## config.mk

```make
export PLATFORM = sky130hd
export DESIGN_NAME = func_hdl_tx_serializer_flat
export DESIGN_NICKNAME = d
export VERILOG_FILES = /design/src/rtl/func_hdl_tx_serializer_if.sv /design/src/rtl/func_hdl_tx_serializer.sv /design/src/flat_wrapper.sv
export SDC_FILE = /design/constraint.sdc
export NUM_CORES = 1
export LEC_CHECK = 0
export ABC_AREA = 1
export BUFFER_PORTS_ARGS = -buffer_cell sky130_fd_sc_hd__buf_4
export CAP_MARGIN = 20
export CORE_ASPECT_RATIO = 1.1
export CORE_UTILIZATION = 28
export DETAILED_ROUTE_END_ITERATION = 6
export HOLD_SLACK_MARGIN = 0.08
export REMOVE_ABC_BUFFERS = 1
export SKIP_LAST_GASP = 1
export SLEW_MARGIN = 20
export SYNTH_ARGS = -nofsm -noshare
export SYNTH_HDL_FRONTEND = slang
export SYNTH_SLANG_ARGS = --single-unit
```

## constraint.sdc

```tcl
create_clock -name aclk -period 4.9 [get_ports aclk]
set_clock_uncertainty 0.2 [all_clocks]
set_input_delay 0.98 -clock aclk [delete_from_list [all_inputs] [get_ports aclk]]
set_output_delay 0.98 -clock aclk [all_outputs]
set_load 0.005 [all_outputs]
```

## src/rtl/func_hdl_tx_serializer_if.sv

```systemverilog
// Stream bundle for the TX serializer: wide packed-record input side and narrow word output side.
// The master view belongs to the serializer; the slave view belongs to whatever feeds and drains it.
interface func_hdl_tx_serializer_if #(
    parameter int unsigned C_WORD_WIDTH = 32,
    parameter int unsigned C_NFIELDS    = 4,
    parameter int unsigned C_DATA_WIDTH = C_WORD_WIDTH * C_NFIELDS
) ();
    logic                    s_tvalid;
    logic [C_DATA_WIDTH-1:0] s_tdata;
    logic                    s_tready;
    logic                    m_tvalid;
    logic [C_WORD_WIDTH-1:0] m_tdata;
    logic                    m_tlast;
    logic                    m_tready;

    modport master (
        input  s_tvalid, s_tdata, m_tready,
        output s_tready, m_tvalid, m_tdata, m_tlast
    );

    modport slave (
        output s_tvalid, s_tdata, m_tready,
        input  s_tready, m_tvalid, m_tdata, m_tlast
    );
endinterface

```

## src/rtl/func_hdl_tx_serializer.sv

```systemverilog
// Width downsizer: one packed record in, C_NFIELDS words out, field 0 first.
// Define TY_TX_FRAME_TLAST_EN to assert m_tlast once per C_FRAME_LEN records instead of per record.
module func_hdl_tx_serializer #(
    parameter int unsigned C_WORD_WIDTH = 32,
    parameter int unsigned C_NFIELDS    = 4,
    parameter int unsigned C_DATA_WIDTH = C_WORD_WIDTH * C_NFIELDS,
    parameter int unsigned C_FRAME_LEN  = 1024
) (
    input  logic                     aclk,
    input  logic                     areset,
    func_hdl_tx_serializer_if.master bus
);
    localparam int unsigned      IDX_W    = $clog2(C_NFIELDS);
    localparam logic [IDX_W-1:0] LAST_IDX = IDX_W'(C_NFIELDS - 1);

    logic [C_DATA_WIDTH-1:0] hold;
    logic                    hold_valid;
    logic [IDX_W-1:0]        idx;
    logic [C_WORD_WIDTH-1:0] fields [C_NFIELDS];
    logic                    at_last_c;
    logic                    in_hs_c;
    logic                    out_hs_c;

    for (genvar i = 0; i < C_NFIELDS; i++) begin : g_field
        assign fields[i] = hold[i*C_WORD_WIDTH +: C_WORD_WIDTH];
    end

    assign at_last_c = hold_valid && (idx == LAST_IDX);
    assign out_hs_c  = hold_valid && bus.m_tready;
    // Accept a new record while empty, or in the same cycle the last field leaves.
    assign bus.s_tready = !hold_valid || (bus.m_tready && idx == LAST_IDX);
    assign in_hs_c      = bus.s_tvalid && bus.s_tready;

    assign bus.m_tvalid = hold_valid;
    assign bus.m_tdata  = fields[idx];

    always_ff @(posedge aclk or posedge areset) begin
        if (areset) begin
            hold       <= '0;
            hold_valid <= 1'b0;
            idx        <= '0;
        end else if (in_hs_c) begin
            hold       <= bus.s_tdata;
            hold_valid <= 1'b1;
            idx        <= '0;
        end else if (out_hs_c) begin
            if (idx == LAST_IDX) begin
                hold_valid <= 1'b0;
                idx        <= '0;
            end else begin
                idx <= idx + 1'b1;
            end
        end
    end

`ifdef TY_TX_FRAME_TLAST_EN
    localparam int unsigned      REC_W    = (C_FRAME_LEN > 1) ? $clog2(C_FRAME_LEN) : 1;
    localparam logic [REC_W-1:0] REC_LAST = REC_W'(C_FRAME_LEN - 1);

    logic [REC_W-1:0] rec_cnt;

    // Completed-record counter; wraps when the frame's final record leaves.
    always_ff @(posedge aclk or posedge areset) begin
        if (areset) begin
            rec_cnt <= '0;
        end else if (out_hs_c && at_last_c) begin
            rec_cnt <= (rec_cnt == REC_LAST) ? '0 : rec_cnt + 1'b1;
        end
    end

    assign bus.m_tlast = at_last_c && (rec_cnt == REC_LAST);
`else
    assign bus.m_tlast = at_last_c;
`endif
endmodule

```

## src/flat_wrapper.sv

```systemverilog
// flat-port wrapper written by rule: the top's interface ports become plain ports
module func_hdl_tx_serializer_flat 
#(
    parameter int unsigned C_WORD_WIDTH = 32,
    parameter int unsigned C_NFIELDS    = 4,
    parameter int unsigned C_DATA_WIDTH = C_WORD_WIDTH * C_NFIELDS,
    parameter int unsigned C_FRAME_LEN  = 1024
)
  (aclk, areset, bus_s_tvalid, bus_s_tdata, bus_m_tready, bus_s_tready, bus_m_tvalid, bus_m_tdata, bus_m_tlast);
  func_hdl_tx_serializer_if #(.C_WORD_WIDTH(C_WORD_WIDTH), .C_NFIELDS(C_NFIELDS), .C_DATA_WIDTH(C_DATA_WIDTH)) bus_i ();
  input  logic aclk;
  input  logic areset;
  input wire logic [$bits(bus_i.s_tvalid)-1:0] bus_s_tvalid;
  input wire logic [$bits(bus_i.s_tdata)-1:0] bus_s_tdata;
  input wire logic [$bits(bus_i.m_tready)-1:0] bus_m_tready;
  output wire logic [$bits(bus_i.s_tready)-1:0] bus_s_tready;
  output wire logic [$bits(bus_i.m_tvalid)-1:0] bus_m_tvalid;
  output wire logic [$bits(bus_i.m_tdata)-1:0] bus_m_tdata;
  output wire logic [$bits(bus_i.m_tlast)-1:0] bus_m_tlast;
  assign bus_i.s_tvalid = bus_s_tvalid;
  assign bus_i.s_tdata = bus_s_tdata;
  assign bus_i.m_tready = bus_m_tready;
  assign bus_s_tready = bus_i.s_tready;
  assign bus_m_tvalid = bus_i.m_tvalid;
  assign bus_m_tdata = bus_i.m_tdata;
  assign bus_m_tlast = bus_i.m_tlast;
  func_hdl_tx_serializer #(.C_WORD_WIDTH(C_WORD_WIDTH), .C_NFIELDS(C_NFIELDS), .C_DATA_WIDTH(C_DATA_WIDTH), .C_FRAME_LEN(C_FRAME_LEN)) u_core (.aclk(aclk), .areset(areset), .bus(bus_i));
endmodule
```

==> reports/metrics.yaml <==
floorplanning:
  die_w_um: 145.5
  rows: 57
  io_pins: 167
  dieArea_mm2: 0.02327
  core_mm2: 0.02218
  fp.dieH_um: 159.9
  initial_utilization: 0.2861
sta:
  clock.fmax_mhz: 276.2
  hold_violations: 0
  worstMarginPinSlew_ns: 0.9881
  maxSlewHeadroom: 0.3413
  final-setup-viol-count: 0
  tns_ns: 0
  maxSlewViolCount: 0
  grt_setup_unrepaired: "false"
  finalCritPeriodShare: 0.7390
  final.min_clock_period_ns: 3.621
clocking:
  cts_buffers: 17
  clock-sinks: 131
  clkTransAtPathRegs_ns: 0.06
  htreeDepth: 4
  clk_latency_ns: 0.40
  postCtsSetupRepairBufs: 0
  cts_tree: "built"
  cts_buffer_depth: 2
  ctsHoldBuffers: 0
  cts_resized: 0
  root_buffer: "clkbuf_16"
cells_and_area:
  stdcell_count: 1257
  area_delta_synth_final_pct: 30.17
  fin_area_mm2: 0.008259
  final.fill_count: 2341
  diodes: 0
  utilization: 0.3724
  layout.nets: 1082
  drive_gt1_frac: 0.2152
worst_setup_path:
  cp.buffers_inverters: 2
  cp-start-kind: "register"
  cp_top_family: "buffers and inverters"
  crit_required_ns: 3.72
  path_common_cell: "buf_4"
  cp.arrival_ns: 2.44
  worst_path_largest_cell_delay_ns: 0.77
  crit_fanout: 74
  path_cells: "buf_4, a21oi_1, o21ai_0, nand2_1, buf_4"
  slowest_stage: "dfrtp_4"
  end_kind: "output port"
  crit_type: "reg -> out"
yosys:
  ys_ff_latch: 131
  yosys_warnings: 0
  yosysSeqAreaShare: 0.5167
  synthTopCellsByArea: "dfrtp_1 (52%), nand2_1 (19%), nand3_1 (10%)"
  synth_area_mm2: 0.006345
  synth_top_area_frac: 0.5167
  syn_inst: 821
  yosys.area.top_type: "dfrtp_1"
  synth_cell_types: 14
  avgSynthCellArea_um2: 7.728
power_and_ir_drop:
  p_int_w: 0.003166
  power_frac_seq: 0.380
  p_comb_frac: 0.394
  clkPwrFrac: 0.227
  power_switching_share: 0.3812
  irDropWorstVdd_mv: 0.2122
  power_density_mw_per_mm2: 619.5
  switchingPower_w: 0.001950
  leakage_nw: 4.434
route:
  wl_met1_um: 7499
  dr.max_layer_used: "met4"
  drc: 0
  vias: 5662
  ant_nets: 0
  first_pass_iters: 4
  drt_wl_total_um: 16490
  drt-vias-per-instance: 4.504
  wl_met3_um: 768
  routed-wl-met2_um: 8072
  routedWlPerCell_um: 13.12
  drtIter0Drc: 253
placement:
  finalWeightedCongestion: 0.7291
  dpl.hpwl_um: 10320
  place_area_mm2: 0.007716
  placed_cells: 1225
  io_buffers: 166
hold_path:
  hold_class: "reg -> reg"
global_routing:
  grt_pass1_wl_um: 27830
  grt_pass1_vias: 5554
  grt_max_degree: 91
  grt_usage: 0.1507
  antenna_found_initial: 0
  grt_overflow: 0
outcome:
  status: "complete, no violations"
run:
  cap_viol_max_count: 0
==> tightest hold or removal path, delay by kind of cell (launching register included) <==
kind             cells  cell delay, ns
and+or+nand+nor      2            0.10
DFF                  1            0.33
==> state kept, by name, indices dropped and copies added (netlist names) <==
name / count
u_core.hold: 128
u_core.bus.m_tvalid: 1
u_core.idx: 2
==> cell type report <==
class	instances	area (um2)	share of cell area
timing repair buffer	172	1316	0.1594
sequential	131	3283	0.3975
clock buffer	23	488.0	0.05908
tap	295	369.1	0.04469
multi-input combinational	560	2491	0.3016
clock inverter	9	55.05	0.006666
inverter	67	256.5	0.03106
==> path summary, 6_finish.rpt <==
kind | cells past startpoint | startpoint | slack, ns | to
setup / recovery | 5 | u_core.idx[0] | 1.28 | bus_m_tdata[17]
hold / removal | 2 | u_core.hold[25] | 0.26 | u_core.hold[25]
hold reg to reg | 2 | u_core.hold[25] | 0.26 | u_core.hold[25]
min in group asynchronous | 2 | areset | 0.46 | u_core.hold[10]
max in group asynchronous | 3 | areset | 3.26 | u_core.idx[0]
setup reg to reg | 7 | u_core.idx[1] | 1.64 | u_core.hold[95]
==> power groups by stage <==
stage               registers, W  clock network [W]  logic, W
floorplan                0.00193                  0   0.00118
global placement         0.00195                  0   0.00203
detailed placement       0.00196                  0   0.00207
CTS                      0.00194            0.00120   0.00207
global route             0.00203            0.00125   0.00234
finish                   0.00194            0.00116   0.00201
==> routing by layer <==
metal  global-route usage  vias to the layer above
li1                     -                     2874
met1               0.1890                     2657
met4              0.04545                        0
met3              0.03600                        5
met2               0.2563                      126
met5                    0                        -
==> layout by cell type, fill, tap and decap left out <==
cell / instances
buf_4: 170
clkbuf_8: 4
nand2_1: 328
ha_1: 1
o21ai_0: 32
a21oi_1: 32
clkinv_2: 5
dfrtp_2: 1
nor2_1: 1
buf_12: 2
nand3_1: 132
dfrtp_4: 1
clkinvlp_4: 4
clkbuf_16: 17
clkbuf_1: 2
inv_6: 1
o211ai_1: 32
nand2_4: 2
dfrtp_1: 129
inv_1: 66
==> synthesized netlist by cell type <==
cell      number
inv_1         67
buf_4         11
o211ai_1      32
buf_6          1
clkbuf_1      12
a21oi_1       32
o21ai_0       32
nand2_2        2
nand2_1      328
ha_1           1
dfrtp_1      131
buf_2         39
nand3_1      132
nor2_1         1
==> stage by stage <==
step           power [W]  hold slack [ns]  setup WS [ns]
2_1_floorplan   0.003104           0.2366        -0.8701
3_3_place_gp    0.003977           0.2484          1.638
3_5_place_dp    0.004024           0.2531          1.578
4_1_cts         0.005212           0.2669          1.236
5_1_grt         0.005618           0.2770          1.031
6_report        0.005116           0.2617          1.279
==> logic make-up (layout without fill, tap and decap cells) <==
family | Yosys count | in the layout | synth area share
flip-flops | 131 | 131 | 0.5167
AO/OA/AOI/OAI | 96 | 96 | 0.08834
adder cells (fa/ha/maj) | 1 | 1 | 0.001972
AND/OR/NAND/NOR | 463 | 463 | 0.3007
buffers and inverters | 130 | 271 | 0.09229
Power figures use the tool's default switching activity.
